$ cat src/rtl/mul_seq.sv
// Iterative shift-add multiplier supporting MUL, MLA, UMULL and SMULL with a start/done handshake.
// Optional build macro MUL_SEQ_EARLY_OUT_EN ends CALC as soon as the remaining multiplier is zero.
module mul_seq #(
    parameter int WIDTH = 32
) (
    input  logic             clk,
    input  logic             reset,
    input  logic             start,
    input  logic [1:0]       op,
    input  logic [WIDTH-1:0] a,
    input  logic [WIDTH-1:0] b,
    input  logic [WIDTH-1:0] acc,
    output logic             busy,
    output logic             done,
    output logic [WIDTH-1:0] result_lo,
    output logic [WIDTH-1:0] result_hi,
    output logic             flag_n,
    output logic             flag_z
);

    localparam int CW = $clog2(WIDTH + 1);

    localparam logic [1:0] OP_MUL   = 2'b00;
    localparam logic [1:0] OP_MLA   = 2'b01;
    localparam logic [1:0] OP_UMULL = 2'b10;
    localparam logic [1:0] OP_SMULL = 2'b11;

    typedef enum logic [1:0] {
        IDLE = 2'b00,
        CALC = 2'b01,
        FIX  = 2'b10,
        DONE = 2'b11
    } state_t;

    state_t             state;
    state_t             state_next;

    logic [1:0]         op_q;
    logic [WIDTH-1:0]   acc_q;
    logic [WIDTH-1:0]   mplier;
    logic [2*WIDTH-1:0] mcand;
    logic [2*WIDTH-1:0] product;
    logic [CW-1:0]      cnt;
    logic               sign_q;

    logic               accept;
    logic               last_iter;
    logic [WIDTH-1:0]   a_sel;
    logic [WIDTH-1:0]   b_sel;
    logic [2*WIDTH-1:0] fix_product;
    logic [WIDTH-1:0]   fix_lo;
    logic [WIDTH-1:0]   fix_hi;
    logic               fix_n;
    logic               fix_z;

    assign accept = start && ((state == IDLE) || (state == DONE));
    assign busy   = (state == CALC) || (state == FIX);
    assign done   = (state == DONE);

`ifdef MUL_SEQ_EARLY_OUT_EN
    assign last_iter = (mplier[WIDTH-1:1] == '0) || (cnt == CW'(WIDTH - 1));
`else
    assign last_iter = (cnt == CW'(WIDTH - 1));
`endif

    always_ff @(posedge clk) begin
        if (!reset) begin
            state <= IDLE;
        end else begin
            state <= state_next;
        end
    end

    always_comb begin
        state_next = state;
        case (state)
            IDLE:    if (start) state_next = CALC;
            CALC:    if (last_iter) state_next = FIX;
            FIX:     state_next = DONE;
            DONE:    state_next = start ? CALC : IDLE;
            default: state_next = IDLE;
        endcase
    end

    // SMULL runs the unsigned engine on magnitudes; the sign is reapplied in FIX.
    always_comb begin
        a_sel = a;
        b_sel = b;
        if (op == OP_SMULL) begin
            if (a[WIDTH-1]) a_sel = -a;
            if (b[WIDTH-1]) b_sel = -b;
        end
    end

    always_comb begin
        fix_product = product;
        fix_lo      = '0;
        fix_hi      = '0;
        fix_n       = 1'b0;
        fix_z       = 1'b0;
        if ((op_q == OP_SMULL) && sign_q) begin
            fix_product = -product;
        end
        case (op_q)
            OP_MUL, OP_MLA: begin
                fix_lo = (op_q == OP_MLA) ? (product[WIDTH-1:0] + acc_q) : product[WIDTH-1:0];
                fix_hi = '0;
                fix_n  = fix_lo[WIDTH-1];
                fix_z  = (fix_lo == '0);
            end
            default: begin
                fix_lo = fix_product[WIDTH-1:0];
                fix_hi = fix_product[2*WIDTH-1:WIDTH];
                fix_n  = fix_product[2*WIDTH-1];
                fix_z  = (fix_product == '0);
            end
        endcase
    end

    always_ff @(posedge clk) begin
        if (!reset) begin
            op_q      <= OP_MUL;
            acc_q     <= '0;
            mplier    <= '0;
            mcand     <= '0;
            product   <= '0;
            cnt       <= '0;
            sign_q    <= 1'b0;
            result_lo <= '0;
            result_hi <= '0;
            flag_n    <= 1'b0;
            flag_z    <= 1'b0;
        end else begin
            if (accept) begin
                op_q    <= op;
                acc_q   <= acc;
                mcand   <= {{WIDTH{1'b0}}, a_sel};
                mplier  <= b_sel;
                sign_q  <= (op == OP_SMULL) && (a[WIDTH-1] ^ b[WIDTH-1]);
                product <= '0;
                cnt     <= '0;
            end else if (state == CALC) begin
                if (mplier[0]) product <= product + mcand;
                mcand  <= mcand << 1;
                mplier <= mplier >> 1;
                cnt    <= cnt + CW'(1);
            end
            if (state == FIX) begin
                result_lo <= fix_lo;
                result_hi <= fix_hi;
                flag_n    <= fix_n;
                flag_z    <= fix_z;
            end
        end
    end

endmodule

$ cat config.mk
export PLATFORM = sky130hd
export DESIGN_NAME = mul_seq
export DESIGN_NICKNAME = d
export VERILOG_FILES = /design/src/rtl/mul_seq.sv
export SDC_FILE = /design/constraint.sdc
export NUM_CORES = 1
export LEC_CHECK = 0
export ABC_AREA = 0
export CORE_MARGIN = 2
export CORE_UTILIZATION = 59
export CTS_CLUSTER_SIZE = 8
export DETAILED_ROUTE_END_ITERATION = 7
export GPL_TIMING_DRIVEN = 0
export PLACE_DENSITY = 0.81
export SLEW_MARGIN = 10
export SYNTH_ARGS = -nofsm -noshare
export SYNTH_HDL_FRONTEND = slang
export SYNTH_SLANG_ARGS = --single-unit
$ cat constraint.sdc
create_clock -name clk -period 5.1 [get_ports clk]
set_clock_uncertainty 0.05 [all_clocks]
set_input_delay 1.53 -clock clk [delete_from_list [all_inputs] [get_ports clk]]
set_output_delay 1.53 -clock clk [all_outputs]
set_load 0.02 [all_outputs]
## After elaboration in Yosys (flattened, before gate mapping)

Index checks and enable logic that the tools add are counted.
W data, S select, Z words.

| cells by class | value |
|---|---|
| add/sub/neg operators | 6 |
| equality and inequality tests | 9 |
| muxes and demuxes | 18 |
| bitwise logic cells | 2 |
| reductions and logical operators | 14 |

Operator list:

| kind | number |
|---|---|
| $mux W32 | 11 |
| $add A64 B64 Y64 | 1 |
| $logic_not A64 Y1 | 1 |
| $mux W64 | 1 |
| $neg A32 Y32 | 2 |
| $neg A64 Y64 | 1 |
| $add A32 B32 Y32 | 1 |
| $logic_not A32 Y1 | 1 |
| $eq A2 B2 Y1 const B | 4 |
| $pmux W2 S4 | 1 |
| $add A6 B1 Y6 const B | 1 |
| $eq A6 B5 Y1 const B | 1 |
| $eq A2 B1 Y1 const B | 2 |
| $logic_not A2 Y1 | 2 |
| $mux W2 | 2 |
| $ne A2 B2 Y1 const B | 2 |
| $reduce_and A2 Y1 | 2 |
| $reduce_or A2 Y1 | 2 |
| $logic_and A1 B1 Y1 | 3 |
| $mux W1 | 3 |
| $logic_or A1 B1 Y1 | 2 |
| $reduce_bool A2 Y1 | 1 |
| $not A1 Y1 | 1 |
| $xor A1 B1 Y1 | 1 |

| storage, ports and cells | value |
|---|---|
| bits in registers | 269 |
| input port bits | 101 |
| output and inout bits | 68 |
| word-level logic and storage cells | 62 |

## Logic depth before layout (Yosys ltp)

| depth | value |
|---|---|
| depth in word-level cells | 5 |
| gate-level depth with buffers | 16 |
| gate-level depth less buffers | 15 |

## Worst setup path after synthesis

No wires, ideal clock.

| path | value |
|---|---|
| kind | input to register |
| from | input port a[4] |
| to | register mcand[29] |
| library setup time | 0.116 ns |
| data arrival time | 3.818 ns |
| required time | 4.934 ns |
| setup slack | 1.116 ns |
| cell stages on the path | 10 |
| path buffers | 0 |
| cell sequence | nor3_1 -> nand3_1 -> or4_1 -> nor4_1 -> and2_1 -> and3_1 -> nor2b_1 -> a21oi_1 -> xor2_1 -> o211a_1 |

| on the way | value |
|---|---|
| longest elaborated chain between the ends | 4 |

Ends and longest elaborated chain:

| what | RTL line | source |
|---|---|---|
| from (decl) | 10 | `input logic [WIDTH-1:0] a,` |
| $neg A32 Y32 | 90 | `if (a[WIDTH-1]) a_sel = -a;` |
| $mux W32 | 90 |  |
| $mux W32 | 89 | `if (op == OP_SMULL) begin` |
| $mux W32 | 134 | `if (accept) begin` |
| to (signal assigned) | 137 | `mcand <= {{WIDTH{1'b0}}, a_sel};` |
| to (signal assigned) | 144 | `mcand <= mcand << 1;` |
| to (decl) | 41 | `logic [2*WIDTH-1:0] mcand;` |

Every way passes these cells.
A chain may end at the register's enable or synchronous reset.

## Final worst setup path

| path | value |
|---|---|
| from | register product[3] |
| to | register flag_z |

| on the way | value |
|---|---|
| longest elaborated chain between the ends | 4 |
| elaborated cells between the ends (all ways) | 7 |
| classes of those cells | add/sub (2); mux (3); reduce/logical (2) |

Ends and longest elaborated chain:

| what | RTL line | source |
|---|---|---|
| from (decl) | 42 | `logic [2*WIDTH-1:0] product;` |
| from (signal assigned) | 143 | `if (mplier[0]) product <= product + mcand;` |
| $neg A64 Y64 or $add A32 B32 Y32 (tied branches) | 102, 106 |  |
| $mux W64 or $mux W32 (tied branches) | 101, 106 |  |
| $logic_not A64 Y1 or $logic_not A32 Y1 (tied branches) | 115, 109 |  |
| $mux W1 * | 104 | `case (op_q)` |
| to (signal assigned) | 152 | `flag_z <= fix_z;` |
| to (decl) | 18 | `output logic flag_z` |

Mark *: on every way between the ends. The rest lies on a longest branch, timed or not.

==> results.rst <==
.. list-table::
   :header-rows: 1

   * - Metric
     - Value
   * - Run status
     - finished, final reports clean
   * - Number of synthesized flops with an enable pin
     - 0
   * - Per-instance average area after synthesis
     - 7.70 um^2
   * - Number of iterations in the first detailed-routing pass
     - 6
   * - Clock tree from TritonCTS
     - yes
   * - Die Y-Extent
     - 186 um
   * - Initial core utilization
     - 0.598
   * - Part of the Yosys area used for sequential elements
     - 0.277
   * - Unrepaired setup endpoints after global routing
     - false
   * - Worst Setup Start Kind
     - register
   * - Grt ovf
     - 0
   * - Synth Net Count
     - 2,731
   * - Synth Register Bits
     - 269
   * - Biggest fanout along the worst timing path
     - 9
   * - Most Frequent Cell on Critical Path
     - sky130_fd_sc_hd__o31ai_1
   * - IO buf count
     - 167
   * - Share of cells above drive strength 1
     - 0.0245
   * - Worst vdd ir
     - 0.371 mV
   * - Number of global-route vias before repair
     - 19,012
   * - Post-route fraction of the period consumed by the critical path
     - 0.976
   * - HPWL after detailed placement
     - 53.0 mm
   * - Post-Synthesis Cell Area
     - 19,400 um^2
   * - Ordered cell list for the critical path
     - ha_1 > o21a_1 > o31a_1 > o31ai_1 > o21bai_1 > a31oi_1 > o221ai_1 > o31ai_1 > nand2b_1 > nor4_1 > nand4_1 > or4_1 > o41ai_1
   * - Slowest cell on the critical path
     - sky130_fd_sc_hd__o31ai_1
   * - Mean number of vias per cell
     - 6.28
   * - Pwr per Cell Area
     - 376 nW/um^2
   * - Fin crit period
     - 4.98 ns
   * - Power share of the combinational group
     - 0.411
   * - Insertion delay of the later-clocked pin in the worst-skew pair
     - 0.57 ns
   * - Crit end category
     - register
   * - Sequential share of power
     - 0.319
   * - Overall global routing resource usage
     - 0.392
   * - Total wirelength of the detailed-routed design
     - 68.3 mm
   * - Post-CTS repair timing setup buffer count
     - 0
   * - RD Place Congestion
     - 0.996
   * - Final Hold Violating Endpoints
     - 0
   * - Class of the most critical hold timing path
     - register to register
   * - Post-synth cell types
     - 81
   * - Die Span X
     - 186 um
   * - Clock Root Buffer
     - sky130_fd_sc_hd__clkbuf_16
   * - Top-Level Pins
     - 169
   * - Worst slack, placed
     - 0.0637 ns
   * - Clock group share of total power
     - 0.269
   * - Placed inst area
     - 21,700 um^2
   * - Full die area
     - 34,400 um^2
   * - Number of instances in the synthesized netlist
     - 2,524
   * - Finished Layout Cells
     - 3,178
   * - Sw Share
     - 0.403
   * - Avg WL per Cell
     - 21.5 um
   * - Synth async-reset ratio
     - 0
   * - Count of routing violations after the opening detailed-route iteration
     - 1,865
   * - Overall Power
     - 8540 uW
   * - Type of the worst setup path
     - register to register
   * - Tightest Pin Transition
     - 1.12 ns
   * - Critical path's top delay family
     - compound AO/OA/AOI/OAI gates
   * - Layout filler cell count
     - 2,772
   * - # setup viols final
     - 0
   * - Sum Neg Setup Slack
     - 0 ns
   * - Number of nets in the layout
     - 2,939
   * - Largest incremental delay on the critical path
     - 0.71 ns
   * - Total via count in the routed design
     - 19,948
   * - DRC violation count after routing
     - 0
   * - Most used cells in the layout excluding fill and tap cells
     - 370 x sky130_fd_sc_hd__nand2_1, 269 x sky130_fd_sc_hd__dfxtp_1, 216 x sky130_fd_sc_hd__a21oi_1
   * - Global-route wire length before repair
     - 104 mm
   * - Number of instances in the placed design
     - 3,133
   * - Clock-pin slew of the registers on the worst-case setup and hold paths
     - 0.06 ns
   * - Buffer depth of the longest clock path
     - 3
   * - Cell Int Power
     - 5100 uW
   * - Buffer and inverter count on the worst path
     - 0
   * - Design area
     - 22,700 um^2
   * - Placeable Area
     - 32,500 um^2
   * - Quantity of hold-fixing buffers added after cts
     - 0
   * - Slew headroom
     - 0.252
   * - Most common cell after layout, fill and taps aside
     - sky130_fd_sc_hd__nand2_1
   * - Pin count of the biggest net entering global routing
     - 11
   * - Site Rows
     - 66
   * - Crit path required time
     - 5.52 ns
   * - Number of cells upsized or downsized after cts
     - 0
   * - Setup slack after layout
     - 0.123 ns
   * - Number of warning messages in the yosys log
     - 0
   * - Post-DRT Antenna Nets
     - 0
   * - Leakage Power
     - 0.00921 uW
   * - Max-slew violations
     - 0
   * - Max Clock Freq
     - 201 MHz
   * - Area Overhead vs Synth
     - 16.7%
   * - Number of clock buffers inserted by TritonCTS
     - 39
   * - Most frequently used flop master after synthesis
     - sky130_fd_sc_hd__dfxtp_1
   * - Max-cap check violation count
     - 0
   * - Sw Pwr
     - 3440 uW
   * - Maximum level of the CTS H-tree
     - 2
   * - Crit path DAT
     - 5.39 ns
   * - TritonCTS sink count
     - 269
   * - Initial antenna violation count
     - 1
==> cell families (layout without fill, tap and decap cells) <==
family | Yosys count | in the layout | synth area share
and+or+nand+nor | 888 | 888 | 0.217
buffers and inverters | 231 | 442 | 0.0459
adders and majority gates | 106 | 106 | 0.0690
other | 0 | 1 | 0
AOI/OAI and AO/OA | 714 | 714 | 0.241
xor gates and xnor gates | 195 | 195 | 0.0878
DFF | 269 | 269 | 0.277
muxes | 121 | 121 | 0.0624
==> per-layer routing <==
layer | track usage | part of all wire | up-vias
li1 | - | - | 9444
met1 | 0.504 | 0.42 | 9305
met2 | 0.635 | 0.44 | 1001
met3 | 0.0802 | 0.094 | 198
met4 | 0.172 | 0.045 | 0
met5 | 0 | 0 | -
==> power groups by stage <==
stage	combinational, uW	sequential (uW)	clock, uW
global route	3810	2750	2390
floorplan	2390	2680	0
finish	3510	2730	2300
global placement	3320	2740	0
detailed placement	3420	2750	0
CTS	3440	2720	2310
==> path summary, 6_finish.rpt <==
check	from	to	slack [ns]	depth (start not counted)
min reg2reg	acc_q[2]	acc_q[2]	0.42	2
max reg2reg	product[3]	flag_z	0.12	13
max	product[3]	flag_z	0.12	13
min	acc_q[2]	acc_q[2]	0.42	2
==> metrics by stage <==
| step | utilization | hold slack, ns |
|---|---|---|
| 2_1_floorplan | - | 0.398 |
| 3_3_place_gp | 0.666 | 0.411 |
| 3_5_place_dp | 0.666 | 0.419 |
| 4_1_cts | 0.697 | 0.426 |
| 5_1_grt | 0.698 | 0.450 |
| 6_report | 0.698 | 0.424 |
==> worst min-delay path, stage by stage, from the launching register on <==
cell and delay [ns]:
sky130_fd_sc_hd__dfxtp_1 0.31, sky130_fd_sc_hd__nand2_1 0.05, sky130_fd_sc_hd__a21boi_0 0.07
==> cell type report <==
| type | instances | area (um^2) | area share |
|---|---|---|---|
| clock inverters | 3 | 26.3 | 0.00116 |
| inverters | 70 | 263 | 0.0116 |
| clock buffers | 41 | 993 | 0.0438 |
| well taps | 442 | 553 | 0.0244 |
| flip-flops and latches | 269 | 5390 | 0.237 |
| diodes | 1 | 2.50 | 0.000110 |
| plain buffers | 161 | 629 | 0.0277 |
| multi-input cells | 2024 | 13200 | 0.580 |
| repair buffers | 167 | 1670 | 0.0736 |
==> state kept, by name, indices dropped and copies added, names as in the netlist <==
register	flops
state	2
op_q	2
mplier	32
product	64
flag_n	1
mcand	64
result_lo	32
cnt	6
result_hi	32
flag_z	1
sign_q	1
acc_q	32
==> cells in the mapped netlist, types with 40 or more instances <==
master	count	area [um^2]
sky130_fd_sc_hd__o21ai_0	122	611
sky130_fd_sc_hd__a21o_1	40	300
sky130_fd_sc_hd__and2_1	43	269
sky130_fd_sc_hd__ha_1	104	1300
sky130_fd_sc_hd__nor2b_1	46	288
sky130_fd_sc_hd__nor3_1	52	260
sky130_fd_sc_hd__a21boi_0	49	368
sky130_fd_sc_hd__a21oi_1	216	1080
sky130_fd_sc_hd__nor2_1	172	646
sky130_fd_sc_hd__nand2_1	370	1390
sky130_fd_sc_hd__inv_1	69	259
sky130_fd_sc_hd__o211a_1	50	500
sky130_fd_sc_hd__xnor2_1	110	963
sky130_fd_sc_hd__xor2_1	85	744
sky130_fd_sc_hd__dfxtp_1	269	5390
sky130_fd_sc_hd__mux2i_1	119	1190
sky130_fd_sc_hd__clkbuf_1	135	507
No activity file was read; power rests on OpenSTA's default activity.
